### src/rtl/branch_ctrl.sv
// Branch resolution controller: latches a branch, drives an external comparator,
// resolves direction/target after a fixed 2-cycle latency and trains a 16-entry BHT.
module branch_ctrl (
    input  logic        clk,
    input  logic        rst,
    input  logic        br_valid,
    output logic        br_ready,
    input  logic [2:0]  br_funct3,
    input  logic [31:0] br_pc,
    input  logic [31:0] br_imm,
    input  logic        br_pred,
    output logic [1:0]  cmp_mode,
    input  logic        cmp_eq,
    input  logic        cmp_lt,
    output logic        res_valid,
    output logic        res_taken,
    output logic [31:0] res_target,
    output logic        res_flush,
    output logic        res_illegal,
    input  logic [31:0] pq_pc,
    output logic        pq_taken
);

    typedef enum logic [1:0] {
        IDLE    = 2'd0,
        CMP     = 2'd1,
        RESOLVE = 2'd2
    } state_e;

    localparam logic [1:0] MODE_OFF      = 2'b00;
    localparam logic [1:0] MODE_UNSIGNED = 2'b01;
    localparam logic [1:0] MODE_SIGNED   = 2'b11;

    state_e      state_q, state_d;
    logic [2:0]  funct3_q, funct3_d;
    logic [31:0] pc_q, pc_d;
    logic [31:0] imm_q, imm_d;
    logic        pred_q, pred_d;
    logic        eq_q, eq_d;
    logic        lt_q, lt_d;

    logic        accept;
    logic        legal;
    logic        taken;
    logic        upd_en;
    logic [3:0]  upd_idx;
    logic [31:0] bht_vec;
    logic        unused_pq_bits;

    assign accept = (state_q == IDLE) && br_valid;

    // ------------------------------------------------------------------
    // Control FSM and request/compare latches
    // ------------------------------------------------------------------
    always_comb begin
        state_d  = state_q;
        funct3_d = funct3_q;
        pc_d     = pc_q;
        imm_d    = imm_q;
        pred_d   = pred_q;
        eq_d     = eq_q;
        lt_d     = lt_q;
        case (state_q)
            IDLE: begin
                if (accept) begin
                    funct3_d = br_funct3;
                    pc_d     = br_pc;
                    imm_d    = br_imm;
                    pred_d   = br_pred;
                    state_d  = CMP;
                end
            end
            CMP: begin
                eq_d    = cmp_eq;
                lt_d    = cmp_lt;
                state_d = RESOLVE;
            end
            RESOLVE: begin
                state_d = IDLE;
            end
            default: begin
                state_d = IDLE;
            end
        endcase
    end

    always_ff @(posedge clk) begin
        if (rst) begin
            state_q  <= IDLE;
            funct3_q <= 3'd0;
            pc_q     <= 32'd0;
            imm_q    <= 32'd0;
            pred_q   <= 1'b0;
            eq_q     <= 1'b0;
            lt_q     <= 1'b0;
        end else begin
            state_q  <= state_d;
            funct3_q <= funct3_d;
            pc_q     <= pc_d;
            imm_q    <= imm_d;
            pred_q   <= pred_d;
            eq_q     <= eq_d;
            lt_q     <= lt_d;
        end
    end

    // ------------------------------------------------------------------
    // Direction decode from the latched funct3 and registered compare flags
    // ------------------------------------------------------------------
    always_comb begin
        legal = 1'b1;
        taken = 1'b0;
        case (funct3_q)
            3'b000:  taken = eq_q;
            3'b001:  taken = !eq_q;
            3'b100:  taken = lt_q;
            3'b101:  taken = !lt_q;
            3'b110:  taken = lt_q;
            3'b111:  taken = !lt_q;
            default: legal = 1'b0;
        endcase
    end

    always_comb begin
        cmp_mode = MODE_OFF;
        if (state_q == CMP) begin
            case (funct3_q)
                3'b000, 3'b001, 3'b100, 3'b101: cmp_mode = MODE_SIGNED;
                3'b110, 3'b111:                 cmp_mode = MODE_UNSIGNED;
                default:                        cmp_mode = MODE_OFF;
            endcase
        end
    end

    // ------------------------------------------------------------------
    // Resolution outputs; all zero outside the RESOLVE pulse
    // ------------------------------------------------------------------
    always_comb begin
        br_ready    = (state_q == IDLE);
        res_valid   = 1'b0;
        res_taken   = 1'b0;
        res_target  = 32'd0;
        res_flush   = 1'b0;
        res_illegal = 1'b0;
        if (state_q == RESOLVE) begin
            res_valid   = 1'b1;
            res_taken   = taken;
            res_target  = taken ? (pc_q + imm_q) : (pc_q + 32'd4);
            res_flush   = (taken != pred_q);
            res_illegal = !legal;
        end
    end

    // ------------------------------------------------------------------
    // Branch history table: 16 x 2-bit saturating counters
    // ------------------------------------------------------------------
    assign upd_en  = (state_q == RESOLVE) && legal;
    assign upd_idx = pc_q[5:2];

    genvar gi;
    generate
        for (gi = 0; gi < 16; gi++) begin : g_bht
            logic [1:0] ctr_q, ctr_d;

            always_comb begin
                ctr_d = ctr_q;
                if (upd_en && (upd_idx == 4'(gi))) begin
                    if (taken) begin
                        if (ctr_q != 2'b11) ctr_d = ctr_q + 2'd1;
                    end else begin
                        if (ctr_q != 2'b00) ctr_d = ctr_q - 2'd1;
                    end
                end
            end

            always_ff @(posedge clk) begin
                if (rst) ctr_q <= 2'b01;
                else     ctr_q <= ctr_d;
            end

            assign bht_vec[gi*2 +: 2] = ctr_q;
        end
    endgenerate

    // Reads the registered counters, so a same-cycle update is not yet visible
    assign pq_taken = bht_vec[{pq_pc[5:2], 1'b1}];

    assign unused_pq_bits = ^{pq_pc[31:6], pq_pc[1:0]};

endmodule

### config.mk
export PLATFORM = sky130hd
export DESIGN_NAME = branch_ctrl
export DESIGN_NICKNAME = d
export VERILOG_FILES = /design/src/rtl/branch_ctrl.sv
export SDC_FILE = /design/constraint.sdc
export NUM_CORES = 1
export LEC_CHECK = 0
export CAP_MARGIN = 5
export CORE_AREA = 2 2 175 91
export CTS_CLUSTER_DIAMETER = 120
export DETAILED_ROUTE_END_ITERATION = 8
export DIE_AREA = 0 0 177 93
export PLACE_DENSITY = 0.77
export SLEW_MARGIN = 20
export SYNTH_ARGS = -nofsm -noshare
export SYNTH_HDL_FRONTEND = slang
export SYNTH_SLANG_ARGS = --single-unit
### constraint.sdc
create_clock -name clk -period 3.73 [get_ports clk]
set_input_delay 1.119 -clock clk [delete_from_list [all_inputs] [get_ports clk]]
set_output_delay 1.119 -clock clk [all_outputs]
set_load 0.1 [all_outputs]
After elaboration in Yosys (flattened, before gate mapping)
Cells that the tools add are included.
- flip-flop bits (word level): 104
- input bits: 105
- output and inout port bits: 40
- word-level logic and storage cells: 254
- add/sub/neg operators: 34
- order comparisons: 1
- equal/unequal tests: 56
- mux-type cells: 62
- reduce and logical (&&, ||, !) cells: 78
- operators by type and width (cell ; number):
    two-way mux 2 bit ; 50
    two-way mux 32 bit ; 2
    nonzero test 2 bit ; 32
    AND reduction 3 bit ; 16
    inequality test 2 x 1 -> 1 bit (second input constant) ; 17
    adder 2 x 1 -> 2 bit (second input constant) ; 16
    adder 32 x 3 -> 32 bit (second input constant) ; 1
    adder 32 bit ; 1
    == test 4 bit (second input constant) ; 8
    inequality test 2 bit (second input constant) ; 16
    subtractor 2 x 1 -> 2 bit (second input constant) ; 16
    logical AND 1 bit ; 18
    == test 4 x 3 -> 1 bit (second input constant) ; 4
    == test 3 bit (second input constant) ; 4
    == test 4 x 2 -> 1 bit (second input constant) ; 2
    case mux 2 bit (2 select lines) ; 2
    < comparator 5 x 6 -> 1 bit (second input constant) ; 1
    two-way mux 1 bit ; 6
    OR reduction 2 bit ; 3
    OR reduction 6 bit ; 1
    binary-select mux 1 bit (select 4 bit) ; 1
    == test 4 x 1 -> 1 bit (second input constant) ; 1
    zero test 4 bit ; 1
    case mux 1 bit (4 select lines) ; 1
    other kinds (9) ; 11

Logic depth before layout (Yosys ltp)
Gate-level depths: netlist of the first run.
- word-level depth: 6
- mapped depth: 10
- mapped depth without buffers: 10

Least setup slack after synthesis of the first run
No wires, ideal clock.
- path kind: reg-to-output
- start: reg pc_q[0]
- end: out res_target[24]
- arrival time: 4.458 ns
- required time: 2.611 ns
- slack: -1.847 ns
- stages on the path, launching flop included: 11
- path buffers: 0
- cells stage by stage: dfxtp_1 > ha_1 > fa_1 > a211oi_2 > o211ai_1 > nand4_1 > and4bb_1 > o21ai_1 > a31oi_1 > xor2_1 > a211oi_1
- word-level cells in the longest chain between the ends: 3
- elaborated cells on any way between the ends: 4
- those cells by class: add/sub: 2; mux: 2
- ends and longest elaborated chain (what ; RTL line ; text):
    start: declaration ; 36 ; logic [31:0] pc_q, pc_d;
    start signal: assignment ; 99 ; pc_q <= pc_d;
    adder 32 x 3 -> 32 bit or adder 32 bit (tied branches) ; 148 ; res_target = taken ? (pc_q + imm_q) : (pc_q + 32'd4);
    two-way mux 32 bit * ; 148 ;
    two-way mux 32 bit * ; 145 ; if (state_q == RESOLVE) begin
    end: declaration ; 17 ; output logic [31:0] res_target,
Mark *: on every way between the ends. The rest lies on a longest branch, timed or not.

Final worst setup path of the first run
- start: reg imm_q[0]
- end: out res_target[30]
- word-level cells in the longest chain between the ends: 3
- ends and longest elaborated chain (what ; RTL line ; text):
    start: declaration ; 37 ; logic [31:0] imm_q, imm_d;
    start signal: assignment ; 100 ; imm_q <= imm_d;
    adder 32 bit ; 148 ;
    two-way mux 32 bit ; 148 ;
    two-way mux 32 bit ; 145 ;
No other way between the ends.

==> summary.md, run 1 <==
| Metric | Value |
|---|---|
| Vertical die dimension | 93 um |
| Detailed-routing iteration count for the pre-antenna-repair pass | 5 |
| Area of the core | 0.0150 mm2 |
| Achievable frequency | roughly 0.23 GHz |
| Residual overflow from global routing | 0 |
| Actual slew at the worst max-slew pin | ~0.96 ns |
| Total GRT Usage | 28.7% |
| Synth unique cells | 59 |
| R2R Path Start | state_q[0] |
| Number of cells traversed by the worst register-to-register path | 8 |
| Status | finished, violations left |
| Largest area contributor in the netlist | sky130_fd_sc_hd__dfxtp_1 |
| TritonCTS Buffers | 9 |
| Post-detailed-placement cell area | approximately 0.01 mm2 |
| Area of the mapped netlist | between 0.006 and 0.007 mm2 |
| Design Area, Final | between 0.01 and 0.015 mm2 |
| CTS tree | done |
| Pre-CTS setup slack | -0.381 ns |
| Vias per inst | roughly 5.8 |
| Classification of the worst-slack hold path | reg -> reg |
| H-tree levels | 3 |
| Async S/R FF share, synth | 0% |
| Routed wire length | ~24,000 um |
| Area share of the largest cell type after synthesis | between 30% and 40% |
| Static leakage | just under 4 nW |
| Final clock period utilization by the worst path | 117% |
| Total DRC errors in the routed layout | 0 |
| Number of nets in the synthesized netlist | between 1,000 and 1,500 |
| Critical-path maximum fanout | 3 |
| Detailed-route wire length per cell | 17.8 um |
| Total of flip-flops plus latches after synthesis | about 100 |
| Nature of the critical path endpoint | primary output |
| Number of buffers added to fix hold violations after cts | 0 |
| Ys flop type | sky130_fd_sc_hd__dfxtp_1 |
| Count of cells along the worst hold path | 2 |
| Final worst slack | -0.644 ns |
| Floorplan die area | 0.0165 mm2 |
| Metal3 WL | about 2300 um |
| Hold violation total from the final report | 0 |
| Endpoint of the most critical register-to-register path | g_bht[12].ctr_q[1] |
| Final-stage net count | 1,268 |
| Total power per unit cell area | 301 mW/mm2 |
| Maximum number of pins on one net before global-route repair | 45 |
| Failing checks | setup timing |
| Clock-pin slew of the registers on the worst-case setup and hold paths | roughly 0.07 ns |
| Gate Count Post-Synth | around 950 |
| Detailed-route wire length on metal 1 | 11,200 um |
| Initial core utilization | 46.1% |
| Post-Syn Area per Cell | 7.30 um2 |
| 1st-iter DRT viols | ~760 |
| Routed wl met2 | about 9700 um |
| Clk buf depth | 2 |
| Clock skew after layout | around 0.0072 ns |
| Global placement routability congestion | ~0.9 |
| Antenna violations before repair | 0 |
| FF-to-FF setup slack | 1.36 ns |
| Required time of the critical path | around 2.6 ns |
| Ranking of synthesized cells by area | sky130_fd_sc_hd__dfxtp_1 30%, sky130_fd_sc_hd__nand2_1 11%, sky130_fd_sc_hd__a21oi_1 10% |
| Latest clock arrival within the worst-skew pair | between 0.3 and 0.4 ns |
| Most common library cells after synthesis | 197 x sky130_fd_sc_hd__nand2_1, 145 x sky130_fd_sc_hd__a21oi_1, 104 x sky130_fd_sc_hd__dfxtp_1, 82 x sky130_fd_sc_hd__nor2_1, 48 x sky130_fd_sc_hd__o21ai_0 |
| I/O pins | roughly 150 |
| Tot Pwr | about 3.2 mW |
| Num rows | 32 |
| Via count of the routed design | 7,706 |
| TritonCTS Sinks | between 100 and 150 |
| Sequential-to-total area share from yosys stat | 30.1% |
| Signal arrival time at the worst endpoint | between 3 and 4 ns |
| Start point of the worst hold path | imm_q[11] |
| Vias in the first global route | between 7,000 and 8,000 |
| Fin crit period | about 4.4 ns |
| Port Buffers | between 100 and 150 |
| Synth warn | 0 |
| DP Wirelength | 16,800 um |
| Number of synthesized flops with an enable pin | 0 |
| Hold path endpoint | imm_q[11] |
| Peak VDD IR | between 0.2 and 0.3 mV |
| Max-cap check violation count | 0 |
| Layout Area Growth over Synthesis | 51.4% |
| Worst Setup Start Kind | flop |
| Setup repair after global routing missed its margin | yes |
| Highest layer used for signal routing | met4 |
| Count of endpoints failing setup in the final report | 23 |
| Max Transition Viols Final | 0 |
| Die Wd | approximately 180 um |
| Count of antenna diodes in the layout | 0 |
| Share of layout cells above drive strength 1 | a little over a quarter |
| Antenna-violating nets left | 0 |
| Most used standard cell by instance count after synthesis | sky130_fd_sc_hd__nand2_1 |
| Worst relative slew slack | roughly 36% |
| Classification of the worst setup path | reg -> out |
| Wire length of the first global-routing pass | about 37,000 um |
| Clock Root Buffer | sky130_fd_sc_hd__clkbuf_16 |
==> worst max-delay path: stages, from the launching register on <==
cell	delay [ns]
sky130_fd_sc_hd__dfxtp_2	0.37
sky130_fd_sc_hd__ha_4	0.16
sky130_fd_sc_hd__fa_2	0.23
sky130_fd_sc_hd__a211oi_2	0.08
sky130_fd_sc_hd__o211ai_1	0.31
sky130_fd_sc_hd__nand4_1	0.26
sky130_fd_sc_hd__and4bb_2	0.34
sky130_fd_sc_hd__buf_4	0.15
sky130_fd_sc_hd__buf_6	0.10
sky130_fd_sc_hd__o211ai_1	0.16
sky130_fd_sc_hd__nand2_1	0.14
sky130_fd_sc_hd__xnor2_2	0.18
sky130_fd_sc_hd__a21oi_4	0.22
sky130_fd_sc_hd__buf_12	0.20
==> sequential cells by signal, indices dropped and copies added (netlist names) <==
register	flops
pc_q	32
eq_q	1
state_q	2
g_bht.ctr_q	32
pred_q	1
funct3_q	3
lt_q	1
imm_q	32
==> final cells by class <==
class	count	area [um2]
Sequential cell	104	2110
Clock buffer	10	229
Fill cell	1125	4530
Clock inverter	6	42.5
Inverter	8	30.0
Timing Repair Buffer	224	2420
Multi-Input combinational cell	780	5400
Tap cell	204	255
==> cell usage in the layout, fill, tap and decap left out, types with 11 or more instances in the layout <==
cell / instances
sky130_fd_sc_hd__buf_12: 43
sky130_fd_sc_hd__nand2b_1: 19
sky130_fd_sc_hd__o21ai_0: 42
sky130_fd_sc_hd__nand3_1: 32
sky130_fd_sc_hd__o221ai_1: 14
sky130_fd_sc_hd__xnor2_1: 27
sky130_fd_sc_hd__buf_4: 98
sky130_fd_sc_hd__nor3_1: 11
sky130_fd_sc_hd__ha_1: 19
sky130_fd_sc_hd__ha_4: 13
sky130_fd_sc_hd__clkdlybuf4s50_1: 73
sky130_fd_sc_hd__nand2_1: 194
sky130_fd_sc_hd__dfxtp_2: 14
sky130_fd_sc_hd__nor2_1: 79
sky130_fd_sc_hd__a21oi_1: 119
sky130_fd_sc_hd__a21o_1: 18
sky130_fd_sc_hd__dfxtp_1: 88
sky130_fd_sc_hd__a211oi_4: 14
sky130_fd_sc_hd__a21oi_2: 18
sky130_fd_sc_hd__xor2_1: 18
==> power by group <==
| group | total, mW | switching, mW | internal (mW) |
|---|---|---|---|
| clock | 0.908 | 0.451 | 0.457 |
| combinational | 0.984 | 0.565 | 0.419 |
| sequential | 1.26 | 0.0750 | 1.18 |
| total | 3.15 | 1.09 | 2.06 |
==> cell families (layout without fill, tap and decap cells) <==
kind of cell,count (synthesis),count (layout),synth area share (%)
AOI/OAI and AO/OA,291,291,25.7
buffers and inverters,65,248,3.67
muxes,9,9,2.20
xor gates and xnor gates,55,55,6.96
and+or+nand+nor,389,389,24.7
adders and majority gates,36,36,6.61
DFF,104,104,30.1
==> how the worst max path moves through the flow <==
stage,from,end,slack [ns],depth (start not counted)
3_5_place_dp,pq_pc[2],pq_taken,-0.38,4
6_report,imm_q[0],res_target[30],-0.64,13
2_1_floorplan,pc_q[0],res_target[24],-0.38,10
3_3_place_gp,pq_pc[2],pq_taken,-0.34,4
4_1_cts,imm_q[0],res_target[28],-0.57,11
5_1_grt,imm_q[0],res_target[30],-0.66,13
==> per-layer routing <==
metal,global-route usage [%],vias to the layer above
li1,-,3689
met1,43.0,3592
met2,41.1,378
met3,6.02,47
met4,7.51,0
met5,0,-
==> timing repair <==
item                                    4_1_cts  5_1_grt
gates resized for setup                      54       26
setup buffers                                11        9
hold endpoints to repair                      0        0
endpoints found under the setup margin       24       26
pin swaps                                    47       36
==> stage by stage <==
stage / TNS, ns / hold WS (ns) / std cells / util, %
finish: -8.18 / 0.461 / 1336 / 69.8
global route: -9.31 / 0.490 / 1336 / 69.8
CTS: -6.42 / 0.462 / 1329 / 68.7
detailed placement: -1.07 / 0.451 / 1304 / 64.7
global placement: -0.606 / 0.448 / 1304 / 64.7
floorplan: -1.60 / 0.440 / 949 / -
Power figures use the tool's default switching activity.
==> run 2: changes to the inputs <==
- ABC_CLOCK_PERIOD_IN_PS: unset -> 3730
- GPL_TIMING_DRIVEN: unset -> 0
==> summary.md, run 2 (same netlist as run 1, synthesis figures left out) <==
| Metric | Value |
|---|---|
| Final hold slack | 0.467 ns (was 0.461 ns) |
| Largest stage delay on the critical path | 0.39 ns (was 0.37 ns) |
| Total power per unit cell area | 314 mW/mm2 (was 301 mW/mm2) |
| Clock power frac | 30.2% (was 28.8%) |
| Clk buf depth | 2 (unchanged) |
| Static leakage | 3.72 nW (was 3.95 nW) |
| Via count of the routed design | 7,980 (was 7,706) |
| Hold path endpoint | imm_q[26] (was imm_q[11]) |
| Portion of total power attributed to combinational logic | 30.0% (was 31.2%) |
| CTS tree | done (unchanged) |
| Residual overflow from global routing | 0 (unchanged) |
| FF-to-FF setup slack | 1.13 ns (was 1.36 ns) |
| DP Wirelength | 18,400 um (was 16,800 um) |
| Cell count after placement | 1,268 (was 1,304) |
| Register share of total power | 39.8% (was 39.9%) |
| Most used cells in the layout excluding fill and tap cells | 193 x sky130_fd_sc_hd__nand2_1, 120 x sky130_fd_sc_hd__a21oi_1, 82 x sky130_fd_sc_hd__dfxtp_1, 79 x sky130_fd_sc_hd__nor2_1, 76 x sky130_fd_sc_hd__clkdlybuf4s50_1 (was 194 x sky130_fd_sc_hd__nand2_1, 119 x sky130_fd_sc_hd__a21oi_1, 98 x sky130_fd_sc_hd__buf_4, 88 x sky130_fd_sc_hd__dfxtp_1, 79 x sky130_fd_sc_hd__nor2_1) |
| Latest clock arrival within the worst-skew pair | 0.36 ns (was 0.35 ns) |
| Count of cells along the worst hold path | 2 (unchanged) |
| Wire length of the first global-routing pass | 39,600 um (was 37,200 um) |
| Detailed-route wire length per cell | 20.1 um (was 17.8 um) |
| Classification of the worst setup path | reg -> out (unchanged) |
| Nature of the critical path endpoint | primary output (unchanged) |
| Global placement routability congestion | 0.954 (was 0.925) |
| Count of endpoints failing setup in the final report | 24 (was 23) |
| Most common library cell in the layout ignoring fill and taps | sky130_fd_sc_hd__nand2_1 (unchanged) |
| Start point of the worst hold path | imm_q[26] (was imm_q[11]) |
| Clock Root Buffer | sky130_fd_sc_hd__clkbuf_16 (unchanged) |
| Count of antenna diodes in the layout | 0 (unchanged) |
| Detailed-routing iteration count for the pre-antenna-repair pass | 6 (was 5) |
| Power dissipated by switching net loads | 1.15 mW (was 1.09 mW) |
| Maximum number of pins on one net before global-route repair | 19 (was 45) |
| Max Transition Viols Final | 0 (unchanged) |
| Floorplan die area | 0.0165 mm2 (unchanged) |
| Routed wire length | 26,700 um (was 23,700 um) |
| Post-layout instance count excluding filler cells | 1,329 (was 1,336) |
| Final clock period utilization by the worst path | 119% (was 117%) |
| Fraction of power spent switching nets | 36.2% (was 34.6%) |
| Peak VDD IR | 0.252 mV (was 0.278 mV) |
| Total GRT Usage | 31.4% (was 28.7%) |
| 1st-iter DRT viols | 1,112 (was 755) |
| Internal power of the cells | 2.04 mW (was 2.06 mW) |
| Fin crit period | 4.43 ns (was 4.37 ns) |
| Required time of the critical path | 2.61 ns (about the same) |
| Signal arrival time at the worst endpoint | 3.31 ns (was 3.25 ns) |
| Most used cell, CP | sky130_fd_sc_hd__o211ai_1 (unchanged) |
| Share of layout cells above drive strength 1 | 23.2% (was 26.2%) |
| Layout Area Growth over Synthesis | 47.0% (was 51.4%) |
| R2R Path Start | state_q[0] (unchanged) |
| Status | finished, violations left (unchanged) |
| Actual slew at the worst max-slew pin | 0.977 ns (was 0.962 ns) |
| Final-stage net count | 1,261 (was 1,268) |
| Worst relative slew slack | 34.7% (was 35.8%) |
| Achievable frequency | 0.226 GHz (was 0.229 GHz) |
| Critical-path maximum fanout | 4 (was 3) |
| Worst Setup Start Kind | flop (unchanged) |
| Post-detailed-placement cell area | 0.00879 mm2 (was 0.00971 mm2) |
| Number of cells traversed by the worst register-to-register path | 8 (unchanged) |
| Vertical die dimension | 93 um (unchanged) |
| Setup repair after global routing missed its margin | yes (unchanged) |
| Failing checks | setup timing (unchanged) |
| Registers with the highest flip-flop counts | g_bht.ctr_q: 32 flops, imm_q: 32 flops, pc_q: 32 flops (unchanged) |
| TritonCTS Buffers | 9 (unchanged) |
| CP max stage cell | sky130_fd_sc_hd__o211ai_1 (was sky130_fd_sc_hd__dfxtp_2) |
| Classification of the worst-slack hold path | reg -> reg (unchanged) |
| Antenna-violating nets left | 0 (unchanged) |
| Design Area, Final | 0.0102 mm2 (was 0.0105 mm2) |
| Endpoint of the most critical register-to-register path | g_bht[1].ctr_q[0] (was g_bht[12].ctr_q[1]) |
| H-tree levels | 3 (unchanged) |
| Vias per inst | 6.00 (was 5.77) |
| Cell class contributing the biggest share of worst-path delay | compound AO/OA/AOI/OAI gates (unchanged) |
| Num rows | 32 (unchanged) |
| Area of the core | 0.0150 mm2 (unchanged) |
| Port Buffers | 115 (was 116) |
| Clock-pin slew of the registers on the worst-case setup and hold paths | 0.08 ns (was 0.07 ns) |
| Total DRC errors in the routed layout | 0 (unchanged) |
| Clock skew after layout | 0.00773 ns (was 0.00719 ns) |
| I/O pins | 145 (unchanged) |
| Buffers and inverters on the worst path | 3 (unchanged) |
| Die Wd | 177 um (unchanged) |
| Hold violation total from the final report | 0 (unchanged) |
| Initial core utilization | 46.1% (unchanged) |
| Max-cap check violation count | 0 (unchanged) |
| Vias in the first global route | 7,328 (was 7,153) |
| Cells along the critical path | ha_4 > o21ai_1 > o211ai_1 > nand4_1 > and4bb_2 > buf_4 > buf_6 > o211ai_1 > nand2_1 > xnor2_2 > a21oi_4 > buf_12 (was ha_4 > fa_2 > a211oi_2 > o211ai_1 > nand4_1 > and4bb_2 > buf_4 > buf_6 > o211ai_1 > nand2_1 > xnor2_2 > a21oi_4 > buf_12) |
| Final worst slack | -0.696 ns (was -0.644 ns) |
| Tot Pwr | 3.19 mW (was 3.15 mW) |
| TritonCTS Sinks | 104 (unchanged) |
| Antenna violations before repair | 0 (unchanged) |
[run 2: cell count changes in the layout (fill, tap and decap cells not counted), moves of 6 or more]
cell / before / now
sky130_fd_sc_hd__buf_12: 43 / 25
sky130_fd_sc_hd__clkbuf_1: 1 / 34
sky130_fd_sc_hd__clkbuf_2: 0 / 6
sky130_fd_sc_hd__dfxtp_1: 88 / 82
sky130_fd_sc_hd__dfxtp_4: 2 / 9
sky130_fd_sc_hd__buf_4: 98 / 51
[run 2: how the worst max path moves through the flow]
stage	endpoint	slack (ns)	startpoint	depth (start not counted)
floorplan	res_target[24]	-0.38	pc_q[0]	10
CTS	res_target[31]	-0.53	imm_q[1]	11
finish	res_target[30]	-0.70	pc_q[4]	12
detailed placement	res_target[7]	-1.33	funct3_q[0]	7
global placement	res_target[7]	-1.34	funct3_q[0]	7
global route	res_target[30]	-0.71	pc_q[6]	12
[run 2: metal layers]
layer	vias up	wire length (um)	GRT usage, %
met5	-	0	0
met4	0	613	7.58
li1	3665	-	-
met3	59	3800	11.6
met1	3706	11600	45.0
met2	550	10700	43.9
[run 2: area by class of cell]
cell class,instances,area [um2]
sequential,104,2130
clock buffer,10,239
inverter,8,30.0
clock inverter,6,51.3
multi-input combinational,780,5440
buffer,53,251
fill,1185,4830
tap,204,255
timing repair buffer,164,1790
[run 2: worst register-to-register path, delay by kind of cell, from the launching register on]
family | cells | cell delay (ns)
compound gates | 2 | 0.35
buf+inv | 1 | 0.32
flops | 1 | 0.32
simple gates | 5 | 1.50
[run 2: metrics by stage]
step                setup TNS [ns]  setup WS [ns]  util (%)
finish                       -8.66         -0.696      67.8
global route                -10.20         -0.710      67.8
CTS                          -4.93         -0.527      65.3
detailed placement          -39.07          -1.33      58.5
global placement            -40.00          -1.34      58.5
floorplan                    -1.60         -0.376         -
[run 2: power groups by stage]
stage	combinational, mW	sequential [mW]	clock, mW
3_3_place_gp	0.797	1.29	0
4_1_cts	0.890	1.27	0.955
6_report	0.958	1.27	0.963
2_1_floorplan	0.565	1.26	0
5_1_grt	1.01	1.28	1.01
3_5_place_dp	0.811	1.29	0
[run 2: repair_timing]
| item | CTS | global route |
|---|---|---|
| hold buffers | 0 | 0 |
| setup endpoints to repair | 37 | 36 |
| setup buffers | 31 | 19 |
| pin swaps | 35 | 38 |
| gates resized for setup | 361 | 63 |
